**config.mk**
```make
export PLATFORM = sky130hd
export DESIGN_NAME = lsu_byte_sequencer_flat
export DESIGN_NICKNAME = d
export VERILOG_FILES = /design/src/rtl/lsu_byte_sequencer_pkg.sv /design/src/rtl/lsu_byte_sequencer_if.sv /design/src/rtl/lsu_byte_sequencer_load_extend.sv /design/src/rtl/lsu_byte_sequencer.sv /design/src/flat_wrapper.sv
export SDC_FILE = /design/constraint.sdc
export NUM_CORES = 1
export LEC_CHECK = 0
export ABC_AREA = 0
export BUFFER_PORTS_ARGS = -buffer_cell sky130_fd_sc_hd__buf_2
export CAP_MARGIN = 20
export CORE_MARGIN = 2
export CORE_UTILIZATION = 61
export CTS_CLUSTER_DIAMETER = 50
export DETAILED_ROUTE_END_ITERATION = 16
export HOLD_SLACK_MARGIN = 0.02
export PLACE_DENSITY = 0.92
export SLEW_MARGIN = 30
export SYNTH_ARGS = -nofsm -noshare
export SYNTH_HDL_FRONTEND = slang
export SYNTH_HIERARCHICAL = 1
export SYNTH_SLANG_ARGS = --single-unit
```
**constraint.sdc**
```tcl
create_clock -name clk -period 9.28 [get_ports clk]
set_input_delay 0.928 -clock clk [delete_from_list [all_inputs] [get_ports clk]]
set_output_delay 0.928 -clock clk [all_outputs]
set_load 0.02 [all_outputs]
```
**src/rtl/lsu_byte_sequencer_pkg.sv**
```systemverilog
// Shared definitions for the load/store byte sequencer: access-size codes,
// FSM encoding and the size / extension helpers used by the LSU and writeback.
package lsu_pkg;

  localparam logic [2:0] CTRL_B  = 3'b000;
  localparam logic [2:0] CTRL_H  = 3'b001;
  localparam logic [2:0] CTRL_W  = 3'b010;
  localparam logic [2:0] CTRL_BU = 3'b100;
  localparam logic [2:0] CTRL_HU = 3'b101;

  typedef enum logic [1:0] {
    ST_IDLE   = 2'd0,
    ST_ACCESS = 2'd1,
    ST_DONE   = 2'd2
  } state_t;

  // Zero for codes that do not name an access size.
  function automatic logic [2:0] byte_count(input logic [2:0] ctrl);
    case (ctrl)
      CTRL_B, CTRL_BU: byte_count = 3'd1;
      CTRL_H, CTRL_HU: byte_count = 3'd2;
      CTRL_W:          byte_count = 3'd4;
      default:         byte_count = 3'd0;
    endcase
  endfunction

  function automatic logic [31:0] extend(input logic [2:0] ctrl, input logic [31:0] raw);
    logic signed [7:0]  sb;
    logic signed [15:0] sh;
    sb = signed'(raw[7:0]);
    sh = signed'(raw[15:0]);
    case (ctrl)
      CTRL_B:  extend = 32'(sb);
      CTRL_H:  extend = 32'(sh);
      CTRL_BU: extend = {24'd0, raw[7:0]};
      CTRL_HU: extend = {16'd0, raw[15:0]};
      default: extend = raw;
    endcase
  endfunction

endpackage

```
**src/rtl/lsu_byte_sequencer_if.sv**
```systemverilog
// Core-side request/response and byte-wide memory port of the LSU sequencer.
// The sequencer is the master of the memory port and the responder to the core.
interface lsu_byte_sequencer_if;
  logic        lsu_req;
  logic        lsu_we;
  logic [2:0]  lsu_ctrl;
  logic [31:0] lsu_addr;
  logic [31:0] lsu_wdata;
  logic        lsu_busy;
  logic        lsu_done;
  logic        lsu_err;
  logic [31:0] lsu_rdata;
  logic        mem_req;
  logic        mem_we;
  logic [31:0] mem_addr;
  logic [7:0]  mem_wdata;
  logic [7:0]  mem_rdata;
  logic        mem_ready;

  modport master (
    input  lsu_req, lsu_we, lsu_ctrl, lsu_addr, lsu_wdata, mem_rdata, mem_ready,
    output lsu_busy, lsu_done, lsu_err, lsu_rdata, mem_req, mem_we, mem_addr, mem_wdata
  );

  modport slave (
    output lsu_req, lsu_we, lsu_ctrl, lsu_addr, lsu_wdata, mem_rdata, mem_ready,
    input  lsu_busy, lsu_done, lsu_err, lsu_rdata, mem_req, mem_we, mem_addr, mem_wdata
  );
endinterface

```
**src/rtl/lsu_byte_sequencer_load_extend.sv**
```systemverilog
// Combinational sign/zero extension of assembled load bytes; shared with the
// writeback mux so both paths agree on the size codes.
module lsu_load_extend
  import lsu_pkg::*;
(
  input  logic [2:0]  ctrl,
  input  logic [31:0] raw,
  output logic [31:0] data
);
  assign data = extend(ctrl, raw);
endmodule

```
**src/rtl/lsu_byte_sequencer.sv**
```systemverilog
// Splits a core load/store into little-endian byte transactions on a handshaked
// byte port, with wait-state timeout, and returns the extended load result.
module lsu_byte_sequencer
  import lsu_pkg::*;
#(
  parameter bit ALIGN_CHECK = 1'b1,
  parameter int MAX_WAIT    = 16
) (
  input logic                  clk,
  input logic                  rst_n,
  lsu_byte_sequencer_if.master bus
);
  localparam int WAIT_W = (MAX_WAIT > 1) ? $clog2(MAX_WAIT + 1) : 1;

  state_t            state;
  logic [1:0]        idx;
  logic [1:0]        idx_nxt;
  logic [1:0]        last_idx;
  logic [WAIT_W-1:0] wcnt;
  logic              l_we;
  logic [2:0]        l_ctrl;
  logic [31:0]       l_addr;
  logic [31:0]       l_wdata;
  logic [31:0]       asm_q;
  logic [31:0]       asm_nxt;
  logic [31:0]       ext_data;
  logic              illegal;
  logic              last_byte;
  logic              timeout;

  always_comb begin
    illegal = 1'b0;
    case (bus.lsu_ctrl)
      CTRL_B:  illegal = 1'b0;
      CTRL_H:  illegal = ALIGN_CHECK && bus.lsu_addr[0];
      CTRL_W:  illegal = ALIGN_CHECK && (bus.lsu_addr[1:0] != 2'b00);
      CTRL_BU: illegal = bus.lsu_we;
      CTRL_HU: illegal = bus.lsu_we || (ALIGN_CHECK && bus.lsu_addr[0]);
      default: illegal = 1'b1;
    endcase
  end

  assign idx_nxt   = idx + 2'd1;
  assign last_byte = (idx == last_idx);
  assign timeout   = (MAX_WAIT != 0) && (32'(wcnt) == 32'(MAX_WAIT - 1));

  // The final byte is merged combinationally so the result registers on the same edge.
  always_comb begin
    asm_nxt = asm_q;
    asm_nxt[{idx, 3'b000} +: 8] = bus.mem_rdata;
  end

  lsu_load_extend u_extend (
    .ctrl (l_ctrl),
    .raw  (asm_nxt),
    .data (ext_data)
  );

  always_ff @(posedge clk) begin
    if (state == ST_IDLE && bus.lsu_req) begin
      l_we     <= bus.lsu_we;
      l_ctrl   <= bus.lsu_ctrl;
      l_addr   <= bus.lsu_addr;
      l_wdata  <= bus.lsu_wdata;
      last_idx <= 2'(byte_count(bus.lsu_ctrl) - 3'd1);
      asm_q    <= '0;
    end else if (state == ST_ACCESS && bus.mem_ready) begin
      asm_q <= asm_nxt;
    end
  end

  always_ff @(posedge clk or negedge rst_n) begin
    if (!rst_n) begin
      state         <= ST_IDLE;
      idx           <= '0;
      wcnt          <= '0;
      bus.lsu_busy  <= 1'b0;
      bus.lsu_done  <= 1'b0;
      bus.lsu_err   <= 1'b0;
      bus.lsu_rdata <= '0;
      bus.mem_req   <= 1'b0;
      bus.mem_we    <= 1'b0;
      bus.mem_addr  <= '0;
      bus.mem_wdata <= '0;
    end else begin
      case (state)
        ST_IDLE: begin
          bus.lsu_done <= 1'b0;
          bus.lsu_err  <= 1'b0;
          if (bus.lsu_req) begin
            idx          <= '0;
            wcnt         <= '0;
            bus.lsu_busy <= 1'b1;
            if (illegal) begin
              state         <= ST_DONE;
              bus.lsu_done  <= 1'b1;
              bus.lsu_err   <= 1'b1;
              bus.lsu_rdata <= '0;
            end else begin
              state         <= ST_ACCESS;
              bus.mem_req   <= 1'b1;
              bus.mem_we    <= bus.lsu_we;
              bus.mem_addr  <= bus.lsu_addr;
              bus.mem_wdata <= bus.lsu_wdata[7:0];
            end
          end
        end
        ST_ACCESS: begin
          if (bus.mem_ready) begin
            idx  <= idx_nxt;
            wcnt <= '0;
            if (last_byte) begin
              state        <= ST_DONE;
              bus.mem_req  <= 1'b0;
              bus.mem_we   <= 1'b0;
              bus.lsu_done <= 1'b1;
              bus.lsu_err  <= 1'b0;
              if (!l_we) bus.lsu_rdata <= ext_data;
            end else begin
              bus.mem_addr  <= l_addr + 32'(idx_nxt);
              bus.mem_wdata <= l_wdata[{idx_nxt, 3'b000} +: 8];
            end
          end else if (timeout) begin
            // Bytes already written stay written; only the result is discarded.
            state         <= ST_DONE;
            bus.mem_req   <= 1'b0;
            bus.mem_we    <= 1'b0;
            bus.lsu_done  <= 1'b1;
            bus.lsu_err   <= 1'b1;
            bus.lsu_rdata <= '0;
          end else begin
            wcnt <= wcnt + WAIT_W'(1);
          end
        end
        ST_DONE: begin
          state        <= ST_IDLE;
          bus.lsu_busy <= 1'b0;
          bus.lsu_done <= 1'b0;
          bus.lsu_err  <= 1'b0;
        end
        default: state <= ST_IDLE;
      endcase
    end
  end

endmodule

```
**src/flat_wrapper.sv**
```systemverilog
// flat-port wrapper written by rule: the top's interface ports become plain ports
module lsu_byte_sequencer_flat import lsu_pkg::*;
#(
  parameter bit ALIGN_CHECK = 1'b1,
  parameter int MAX_WAIT    = 16
)
  (clk, rst_n, bus_lsu_req, bus_lsu_we, bus_lsu_ctrl, bus_lsu_addr, bus_lsu_wdata, bus_mem_rdata, bus_mem_ready, bus_lsu_busy, bus_lsu_done, bus_lsu_err, bus_lsu_rdata, bus_mem_req, bus_mem_we, bus_mem_addr, bus_mem_wdata);
  lsu_byte_sequencer_if bus_i ();
  input logic clk;
  input logic rst_n;
  input wire logic [$bits(bus_i.lsu_req)-1:0] bus_lsu_req;
  input wire logic [$bits(bus_i.lsu_we)-1:0] bus_lsu_we;
  input wire logic [$bits(bus_i.lsu_ctrl)-1:0] bus_lsu_ctrl;
  input wire logic [$bits(bus_i.lsu_addr)-1:0] bus_lsu_addr;
  input wire logic [$bits(bus_i.lsu_wdata)-1:0] bus_lsu_wdata;
  input wire logic [$bits(bus_i.mem_rdata)-1:0] bus_mem_rdata;
  input wire logic [$bits(bus_i.mem_ready)-1:0] bus_mem_ready;
  output wire logic [$bits(bus_i.lsu_busy)-1:0] bus_lsu_busy;
  output wire logic [$bits(bus_i.lsu_done)-1:0] bus_lsu_done;
  output wire logic [$bits(bus_i.lsu_err)-1:0] bus_lsu_err;
  output wire logic [$bits(bus_i.lsu_rdata)-1:0] bus_lsu_rdata;
  output wire logic [$bits(bus_i.mem_req)-1:0] bus_mem_req;
  output wire logic [$bits(bus_i.mem_we)-1:0] bus_mem_we;
  output wire logic [$bits(bus_i.mem_addr)-1:0] bus_mem_addr;
  output wire logic [$bits(bus_i.mem_wdata)-1:0] bus_mem_wdata;
  assign bus_i.lsu_req = bus_lsu_req;
  assign bus_i.lsu_we = bus_lsu_we;
  assign bus_i.lsu_ctrl = bus_lsu_ctrl;
  assign bus_i.lsu_addr = bus_lsu_addr;
  assign bus_i.lsu_wdata = bus_lsu_wdata;
  assign bus_i.mem_rdata = bus_mem_rdata;
  assign bus_i.mem_ready = bus_mem_ready;
  assign bus_lsu_busy = bus_i.lsu_busy;
  assign bus_lsu_done = bus_i.lsu_done;
  assign bus_lsu_err = bus_i.lsu_err;
  assign bus_lsu_rdata = bus_i.lsu_rdata;
  assign bus_mem_req = bus_i.mem_req;
  assign bus_mem_we = bus_i.mem_we;
  assign bus_mem_addr = bus_i.mem_addr;
  assign bus_mem_wdata = bus_i.mem_wdata;
  lsu_byte_sequencer #(.ALIGN_CHECK(ALIGN_CHECK), .MAX_WAIT(MAX_WAIT)) u_core (.clk(clk), .rst_n(rst_n), .bus(bus_i));
endmodule
```
==> results of run 1 <==
-- cells by family (layout without fill, tap and decap cells) --
| family | after synthesis | count (layout) | share of synthesized area, % |
|---|---|---|---|
| AO/OA/AOI/OAI | 175 | 175 | 13.0 |
| XOR/XNOR | 21 | 21 | 2.04 |
| adder cells (fa/ha/maj) | 14 | 14 | 2.02 |
| buffers and inverters | 107 | 240 | 5.06 |
| flip-flops | 188 | 188 | 54.3 |
| multiplexers | 32 | 32 | 4.70 |
| other | 0 | 1 | 0 |
| AND/OR/NAND/NOR | 356 | 356 | 19.0 |
-- critical path: stages, from the launching register on --
cell      delay, ns
dfrtp_1        0.91
inv_1          0.37
ha_1           0.89
fa_1           0.39
nand4_1        0.21
or3_1          0.56
or4_1          0.45
a311oi_1       0.28
a21o_1         0.12
-- area by class of cell --
type | instances | area [um^2]
clock buffer | 21 | 450
tap | 184 | 230
inverter | 43 | 161
multi-input combinational | 598 | 3690
clock inverter | 11 | 95.1
timing repair buffer | 165 | 851
antenna | 1 | 2.50
sequential | 188 | 4890
fill | 991 | 4110
-- registers in the layout, indices dropped and copies added, names as in the netlist, 2 cells and up --
name	flops
u_core/asm_q	32
u_core/bus.lsu_rdata	32
u_core/bus.mem_addr	32
u_core/l_addr	32
u_core/l_wdata	32
u_core/bus.mem_wdata	8
u_core/wcnt	5
u_core/l_ctrl	3
u_core/idx	2
u_core/last_idx	2
u_core/state	2
-- synth_stat cells, drive strengths merged, types with 4 or more instances --
master	number
nand2	139
dfrtp	86
o21ai	86
edfxtp	70
nor2	59
nand3	48
inv	43
a311oi	37
clkbuf	36
nand2b	34
dfxtp	32
buf	28
mux2i	24
nand4	16
ha	13
nor3	13
xor2	11
xnor2	10
nor4	9
a21oi	8
and3	8
mux4	8
o211ai	6
o31ai	6
or2	5
a21o	4
a22oi	4
and2	4
nor2b	4
or4	4
-- worst max-delay path by stage --
stage	endpoint	slack, ns
floorplan	u_core/l_addr[0]	5.20
global placement	u_core/bus.mem_addr[22]	5.43
detailed placement	u_core/bus.mem_addr[22]	5.16
CTS	u_core/bus.mem_addr[22]	5.12
global route	u_core/bus.mem_addr[22]	4.81
finish	u_core/bus.mem_addr[22]	5.04
-- power by group --
part / internal (mW) / switching [mW]
combinational: 0.407 / 0.770
clock: 0.375 / 0.305
sequential: 1.10 / 0.159
total: 1.89 / 1.23
-- routing by layer --
| metal | wire [um] | share of wire (%) |
|---|---|---|
| met5 | 13 | 0.058 |
| met4 | 522 | 2.3 |
| met3 | 1790 | 8.0 |
| met2 | 11200 | 51 |
| met1 | 8670 | 39 |
==> impl_metrics.json, run 1 <==
{
  "slew_headroom_pct": 35.1,
  "crit_required_ns": 9.65,
  "wl_per_cell_um": 18.4,
  "synth_edf_count": 70,
  "synth_top_area_share_pct": 23.9,
  "pre_cts_ws_ns": 5.16,
  "grt_busiest_layer": "met2",
  "synth_ff_type": "dfrtp_1",
  "wirelength_um": 22200,
  "worstReg2RegEnd": "u_core/bus.mem_addr[22]",
  "cts_hold_repair.buffers": 0,
  "fp.dieW_um": 126,
  "reg2reg_depth": 8,
  "coreArea_mm2": 0.0145,
  "crit_start": "u_core/idx[0]",
  "gr-total-overflow": 0,
  "grt_pass1_vias": 7258,
  "ioPinCount": 157,
  "worstReg2RegStart": "u_core/idx[0]",
  "worstMarginPinSlew_ns": 0.966,
  "synth_area_per_cell_um2": 10.1,
  "dp.cells": 1178,
  "htreeDepth": 4,
  "std_cell_rows": 44,
  "drive_gt1_share_pct": 21.3,
  "postLayoutCellArea_mm2": 0.0104,
  "clockBufferDepth": 2,
  "hold_violations": 0,
  "holdWs_ns": 0.402,
  "layout_commonest_cell": "buf_2",
  "place_congestion": 0.931,
  "initial_core_util_pct": 62.3,
  "vias_per_cell": 6.11,
  "setup_viol": 0,
  "critical_path.max_fanout": 16,
  "drc": 0,
  "synth_nets": 987,
  "synthArstFlopShare_pct": 45.7,
  "dpl-instance-area_mm2": 0.00982,
  "crit_type": "register to register",
  "maxSlewViolCount": 0,
  "peakVddDrop_uv": 186,
  "status": "finished clean",
  "crit_path_start_kind": "register",
  "synth_seq_cells": 188,
  "cts_tree": "done",
  "worstSkewPairLatency_ns": 0.43,
  "p_leak_nw": 4.36,
  "cts_made_buffers": 17,
  "grt_pass1_wl_um": 36300,
  "instances_no_fill": 1211,
  "grt_start_max_net_pins": 100,
  "port_buffers": 156,
  "ys_seq_area_share_pct": 54.3,
  "dieArea_mm2": 0.0158,
  "synth_area_leaders": "dfrtp_1, edfxtp_1, dfxtp_1, nand2_1, o21ai_0",
  "final.min_clock_period_ns": 4.24,
  "critPathArrivalTime_ns": 4.61,
  "root_buffer": "clkbuf_16",
  "drt_pass1_iterations": 5,
  "cts_sinks": 188,
  "layout_setup_ws_ns": 5.04,
  "dp_hpwl_um": 14900,
  "skew_ns": 0.00729,
  "netlist_instances": 893,
  "hold_class": "primary input to async pin",
  "rsz0062_at_grt": "false",
  "use_met1_pct": 36.8,
  "gr-usage-all-layers_pct": 28.7,
  "fin_setup_tns_ns": 0,
  "fmax_ghz": 0.236,
  "grt_use_met2_pct": 49.1,
  "yosysTopAreaCell": "dfrtp_1",
  "reg2reg_slack_ns": 5.04,
  "dr.first_iter.drc_count": 781,
  "total_power_mw": 3.12,
  "area_delta_synth_final_pct": 15.0,
  "ctsResizeCount": 0,
  "ant_nets": 0,
  "dieHeight_um": 126,
  "yosys_warnings": 6,
  "synthesis.area_mm2": 0.00902,
  "postCtsSetupBuffers": 0,
  "p_per_area_mw_per_mm2": 301,
  "final_cell_mix": "buf_2, nand2_1, dfrtp_1, o21ai_0, edfxtp_1",
  "path_clk_slew_ns": 0.07,
  "antenna_found_initial": 2,
  "utilization_pct": 71.6,
  "use_met3_pct": 5.52,
  "synth_cell_types": 65,
  "post-route-period-util_pct": 45.7,
  "finalNetCount": 1107,
  "vias": 7398,
  "cap_violations": 0,
  "crit_path_end_kind": "register"
}
Power figures use the tool's default switching activity.
==> run 2: changes to the inputs <==
--- a/config.mk
+++ b/config.mk
@@ -9,11 +9,11 @@
 export BUFFER_PORTS_ARGS = -buffer_cell sky130_fd_sc_hd__buf_2
 export CAP_MARGIN = 20
 export CORE_MARGIN = 2
-export CORE_UTILIZATION = 61
+export CORE_UTILIZATION = 51
 export CTS_CLUSTER_DIAMETER = 50
 export DETAILED_ROUTE_END_ITERATION = 16
 export HOLD_SLACK_MARGIN = 0.02
-export PLACE_DENSITY = 0.92
+export PLACE_DENSITY = 0.83
 export SLEW_MARGIN = 30
 export SYNTH_ARGS = -nofsm -noshare
 export SYNTH_HDL_FRONTEND = slang
==> constraint.sdc (replaced) <==
create_clock -name clk -period 3.8 [get_ports clk]
set_input_delay 0.38 -clock clk [delete_from_list [all_inputs] [get_ports clk]]
set_output_delay 0.38 -clock clk [all_outputs]
set_load 0.02 [all_outputs]
==> run 2 against run 1 <==
Net effect:
- clock-buffer cell count is 4 lower
- hold slack worse by 0.28 ns
- utilization fell by 11 points
- first-iteration DRC count fell by 11%
- cell count up 3.9%
- power up 140%
- clock skew increased by 0.0037 ns
- routed wire length shrank 4.4%
- critical endpoint is now u_core/bus.mem_addr[29]
- largest power group unchanged
==> impl_metrics.json, run 2 (same netlist as run 1, synthesis figures left out) <==
{
  "critical_path.max_fanout": 77,
  "root_buffer": "clkbuf_16",
  "hold_path_depth": 1,
  "crit_path_start_kind": "register",
  "dieHeight_um": 137,
  "coreArea_mm2": 0.0173,
  "vias_per_cell": 5.69,
  "gr-usage-all-layers_pct": 23.5,
  "dieArea_mm2": 0.0188,
  "cap_violations": 0,
  "ioPinCount": 157,
  "crit_family": "simple AND/OR/NAND/NOR gates",
  "hold_class": "primary input to register",
  "crit_required_ns": 4.12,
  "dp_hpwl_um": 14600,
  "peakVddDrop_uv": 397,
  "drt_pass1_iterations": 5,
  "cts_tree": "done",
  "worstReg2RegEnd": "u_core/bus.mem_addr[29]",
  "crit_type": "register to register",
  "grt_start_max_net_pins": 99,
  "critPathArrivalTime_ns": 3.30,
  "place_congestion": 0.871,
  "worstMarginPinSlew_ns": 0.903,
  "skew_ns": 0.0110,
  "hold_violations": 0,
  "grt_pass1_wl_um": 34600,
  "setup_viol": 0,
  "reg2reg_slack_ns": 0.82,
  "antenna_found_initial": 2,
  "fin_setup_tns_ns": 0,
  "std_cell_rows": 48,
  "worstSkewPairLatency_ns": 0.43,
  "gr-total-overflow": 0,
  "fmax_ghz": 0.335,
  "cts_made_buffers": 17,
  "crit_buf_inv": 3,
  "area_delta_synth_final_pct": 16.5,
  "drc": 0,
  "hold_end": "u_core/l_wdata[22]",
  "status": "finished clean",
  "final_cell_mix": "buf_2, nand2_1, dfrtp_1, o21ai_0, edfxtp_1",
  "grt_pass1_vias": 6903,
  "slowest_delay_ns": 0.54,
  "finalNetCount": 1113,
  "post-route-period-util_pct": 78.4,
  "rsz0062_at_grt": "false",
  "initial_core_util_pct": 52.2,
  "path_cells": "inv_1, ha_2, buf_4, nor2_1, nor3_2, nand3_2, buf_12, o41ai_1",
  "maxSlewViolCount": 0,
  "crit_path_top_delay_cell": "buf_4",
  "drive_gt1_share_pct": 21.8,
  "final.min_clock_period_ns": 2.98,
  "ant_nets": 0,
  "path_clk_slew_ns": 0.07,
  "crit_path_end_kind": "register",
  "wl_per_cell_um": 16.9,
  "pre_cts_ws_ns": 0.797,
  "htreeDepth": 4,
  "worstHoldStart": "bus_lsu_wdata[22]",
  "layout_setup_ws_ns": 0.819,
  "port_buffers": 156,
  "slew_headroom_pct": 39.8,
  "wirelength_um": 21300,
  "worstReg2RegStart": "u_core/state[1]",
  "cts_sinks": 188,
  "cp.depth": 8,
  "dr.first_iter.drc_count": 694,
  "reg2reg_depth": 8,
  "ctsResizeCount": 0,
  "layout_commonest_cell": "buf_2",
  "clockBufferDepth": 2,
  "vias": 7156,
  "p_per_area_mw_per_mm2": 724,
  "fp.dieW_um": 137,
  "p_leak_nw": 4.40
}
run 2: metrics by stage:
step                      power (mW)  instances  hold slack (ns)  area [um^2]  util, %
final                           7.61       1258            0.117        10500     60.8
after global routing            8.09       1257           0.0962        10500     60.7
after CTS                       7.64       1255            0.102        10500     60.6
after detailed placement        5.96       1223            0.466         9930     57.4
after global placement          5.85       1223            0.459         9930     57.4
after floorplan                 5.18        893           0.0844         9020        -
run 2: how the worst max path moves through the flow:
stage	startpoint	endpoint	slack, ns
after CTS	u_core/state[1]	u_core/bus.mem_addr[26]	0.80
after global placement	u_core/state[1]	u_core/bus.mem_addr[29]	0.98
after global routing	u_core/state[1]	u_core/bus.mem_addr[29]	0.58
after detailed placement	u_core/state[1]	u_core/bus.mem_addr[29]	0.80
final	u_core/state[1]	u_core/bus.mem_addr[29]	0.82
after floorplan	u_core/state[0]	u_core/l_addr[0]	0.14
run 2: layer usage:
metal	vias up	global-route usage, %	wire, um
met5	-	0	13
met4	2	8.93	452
met3	41	4.70	1380
met2	276	39.1	10500
met1	3402	30.2	8890
li1	3435	-	-
run 2: area by class of cell:
class,count,area [um^2]
diodes,1,2.50
clock buffers,17,425
clock inverters,15,125
fillers,1429,6790
inverters,43,161
multi-input cells,598,3680
flip-flops and latches,188,4890
well taps,225,282
repair buffers,171,936
run 2: power by group:
part	switching (mW)	internal [mW]
clock	0.815	0.859
combinational	1.86	1.05
sequential	0.329	2.69
total	3.00	4.60
run 2: repair_timing:
| action | in CTS | in global routing |
|---|---|---|
| hold buffers | 0 | 1 |
| endpoints found under the hold margin | 0 | 27 |
| buffers inserted | 0 | 0 |
==> run 3: changes to the inputs <==
--- a/config.mk
+++ b/config.mk
@@ -5,11 +5,11 @@
 export SDC_FILE = /design/constraint.sdc
 export NUM_CORES = 1
 export LEC_CHECK = 0
-export ABC_AREA = 0
+export ABC_AREA = 1
 export BUFFER_PORTS_ARGS = -buffer_cell sky130_fd_sc_hd__buf_2
 export CAP_MARGIN = 20
 export CORE_MARGIN = 2
-export CORE_UTILIZATION = 51
+export CORE_UTILIZATION = 52
 export CTS_CLUSTER_DIAMETER = 50
 export DETAILED_ROUTE_END_ITERATION = 16
 export HOLD_SLACK_MARGIN = 0.02
==> constraint.sdc (replaced) <==
create_clock -name clk -period 2.7 [get_ports clk]
set_input_delay 0.27 -clock clk [delete_from_list [all_inputs] [get_ports clk]]
set_output_delay 0.27 -clock clk [all_outputs]
set_load 0.02 [all_outputs]
==> run 3 against run 2 <==
Net effect:
- routed wire length rose by 20%
- maximum frequency grew 19%
- global-route usage rose by 2.8 points
- flip-flop and latch count stayed put
- register-to-register slack worse by 0.63 ns
- combinational power up 100%
- die area is 5.2% higher
- critical path type unchanged
- sequential power increased by 46%
==> impl_metrics.json, run 3 <==
{
  "setup_viol": 0,
  "drt_pass1_iterations": 8,
  "reg2reg_depth": 12,
  "utilization_pct": 64.4,
  "ys_seq_area_share_pct": 50.5,
  "htreeDepth": 4,
  "dieArea_mm2": 0.0197,
  "clockBufferDepth": 2,
  "postCtsSetupBuffers": 0,
  "gr-usage-all-layers_pct": 26.2,
  "comb_power_share_pct": 46.4,
  "wl_per_cell_um": 15.4,
  "total_power_mw": 12.8,
  "drive_gt1_share_pct": 16.9,
  "post-route-period-util_pct": 93.0,
  "worstMarginPinSlew_ns": 0.899,
  "place_congestion": 0.902,
  "seqPwrFrac_pct": 34.6,
  "crit_path_top_delay_cell": "dfrtp_1",
  "worstReg2RegStart": "u_core/idx[1]",
  "dieHeight_um": 141,
  "synthArstFlopShare_pct": 45.7,
  "maxSlewViolCount": 0,
  "crit_type": "register to register",
  "p_per_area_mw_per_mm2": 1090,
  "synth_cell_types": 34,
  "finalNetCount": 1508,
  "vias": 8961,
  "skew_ns": 0.0104,
  "rsz0062_at_grt": "false",
  "worstReg2RegEnd": "u_core/bus.lsu_rdata[28]",
  "fmax_ghz": 0.398,
  "vias_per_cell": 5.41,
  "cts_made_buffers": 17,
  "layout_commonest_cell": "nand2_1",
  "netlist_instances": 1237,
  "slew_headroom_pct": 40.1,
  "drc": 0,
  "ant_nets": 0,
  "grt_pass1_wl_um": 41700,
  "ioPinCount": 157,
  "path_clk_slew_ns": 0.07,
  "crit_path_start_kind": "register",
  "p_clk_share_pct": 19.0,
  "status": "finished clean",
  "worstSkewPairLatency_ns": 0.44,
  "slowest_delay_ns": 0.42,
  "critPathArrivalTime_ns": 2.88,
  "p_leak_nw": 5.92,
  "grt_start_max_net_pins": 97,
  "fin_setup_tns_ns": 0,
  "hold_end": "u_core/l_addr[21]",
  "p_switching_mw": 5.67,
  "worstHoldStart": "bus_lsu_addr[21]",
  "area_delta_synth_final_pct": 20.5,
  "synth_area_leaders": "dfrtp_1, edfxtp_1, nand2_1, dfxtp_1, nor2_1",
  "dp_hpwl_um": 17000,
  "dr.first_iter.drc_count": 855,
  "wirelength_um": 25500,
  "crit_required_ns": 3.07,
  "yosys_warnings": 6,
  "final.min_clock_period_ns": 2.51,
  "hold_class": "primary input to register",
  "synth_ff_type": "dfrtp_1",
  "synth_area_per_cell_um2": 7.83,
  "coreArea_mm2": 0.0181,
  "p_int_mw": 7.11,
  "postLayoutCellArea_mm2": 0.0117,
  "synthesis.area_mm2": 0.00969,
  "cts_tree": "done",
  "gr-total-overflow": 0,
  "synth_nets": 1331,
  "crit_family": "simple AND/OR/NAND/NOR gates",
  "path_cells": "inv_1, ha_2, inv_1, buf_4, nand3_1, o22ai_1, nand2_1, nand3_1, inv_1, nor2_1, nand4_1, nand2_1",
  "fp.dieW_um": 141,
  "hold_violations": 0,
  "initial_core_util_pct": 53.4,
  "synth_edf_count": 70,
  "grt_pass1_vias": 8518,
  "std_cell_rows": 49,
  "final_cell_mix": "nand2_1, buf_2, nor2_1, inv_1, dfrtp_1",
  "cts_sinks": 188,
  "synth_top_area_share_pct": 22.2,
  "reg2reg_slack_ns": 0.19,
  "port_buffers": 156,
  "root_buffer": "clkbuf_16",
  "holdWs_ns": 0.0308,
  "crit_buf_inv": 4,
  "yosysMostFrequentCell": "nand2_1",
  "cp_common_cell": "inv_1",
  "hold_path_depth": 1,
  "antenna_found_initial": 1,
  "crit_path_end_kind": "register",
  "power.share.switching_pct": 44.4,
  "dpl-instance-area_mm2": 0.0106,
  "cap_violations": 0,
  "critical_path.max_fanout": 10,
  "yosysTopAreaCell": "dfrtp_1",
  "synth_common_cells": "nand2_1, nor2_1, inv_1",
  "peakVddDrop_uv": 756,
  "synth_seq_cells": 188
}
==> run 3: cell types whose count changed after synthesis, sizes merged, moves of 37 or more <==
cell    before  now
nand2      139  417
inv         43  149
nor2        59  158
o21ai       86   40
o22ai        1   42
a311oi      37    0
==> run 3: layout make-up <==
cell class / count / area [um^2]
antenna: 1 / 2.50
tap: 229 / 287
timing repair buffer: 226 / 1440
clock inverter: 14 / 138
clock buffer: 18 / 429
inverter: 150 / 566
multi-input combinational: 831 / 3920
sequential: 188 / 4890
fill: 1525 / 6470
==> run 3: what timing repair did <==
item | CTS | global route
setup endpoints to repair | 0 | 26
hold endpoints to repair | 88 | 0
hold buffers | 47 | 0
gates resized for setup | 0 | 9
==> run 3: routing by layer <==
metal  up-vias  track usage, %  wire [um]
met5         -               0          0
met4         0            10.4        774
met3        65            5.16       2100
met2       442            45.1      12400
met1      4143            32.8      10200
li1       4311               -          -
==> run 3: worst max path at each step <==
stage,startpoint,endpoint,cells past startpoint
6_report,u_core/idx[1],u_core/bus.lsu_rdata[28],12
5_1_grt,u_core/idx[1],u_core/bus.lsu_rdata[31],12
4_1_cts,u_core/idx[1],u_core/bus.lsu_rdata[21],13
3_5_place_dp,u_core/idx[1],u_core/bus.lsu_rdata[21],13
3_3_place_gp,u_core/idx[0],u_core/bus.mem_addr[10],12
2_1_floorplan,u_core/idx[0],u_core/bus.lsu_rdata[27],16
==> run 3: kinds of logic (layout without fill, tap and decap cells) <==
kind of cell	Yosys count	after routing	synth area share (%)
compound gates	123	123	7.89
xor+xnor	10	10	0.981
fa+ha+maj	14	14	1.89
buf+inv	218	408	9.56
flops	188	188	50.5
other cells	0	1	0
simple gates	684	684	29.2
==> run 3: worst register-to-register path, cell delays in order (launching register included) <==
cell and delay [ns]:
dfrtp_1 0.42, inv_1 0.14, ha_2 0.34, inv_1 0.09, buf_4 0.19, nand3_1 0.32
o22ai_1 0.36, nand2_1 0.14, nand3_1 0.11, inv_1 0.04, nor2_1 0.09, nand4_1 0.11
nand2_1 0.10
==> run 3: stage by stage <==
| step | std cells | setup slack [ns] |
|---|---|---|
| CTS | 1656 | 0.102 |
| global placement | 1577 | 0.223 |
| detailed placement | 1577 | 0.171 |
| global route | 1656 | 0.00386 |
| floorplan | 1237 | 0.0512 |
| finish | 1657 | 0.189 |
==> run 3: power groups by stage <==
stage / clock network (mW) / logic (mW) / registers, mW
floorplan: 0 / 3.87 / 4.82
global route: 2.56 / 6.59 / 4.51
global placement: 0 / 5.55 / 4.43
CTS: 2.46 / 5.78 / 4.40
finish: 2.43 / 5.93 / 4.42
detailed placement: 0 / 5.68 / 4.44
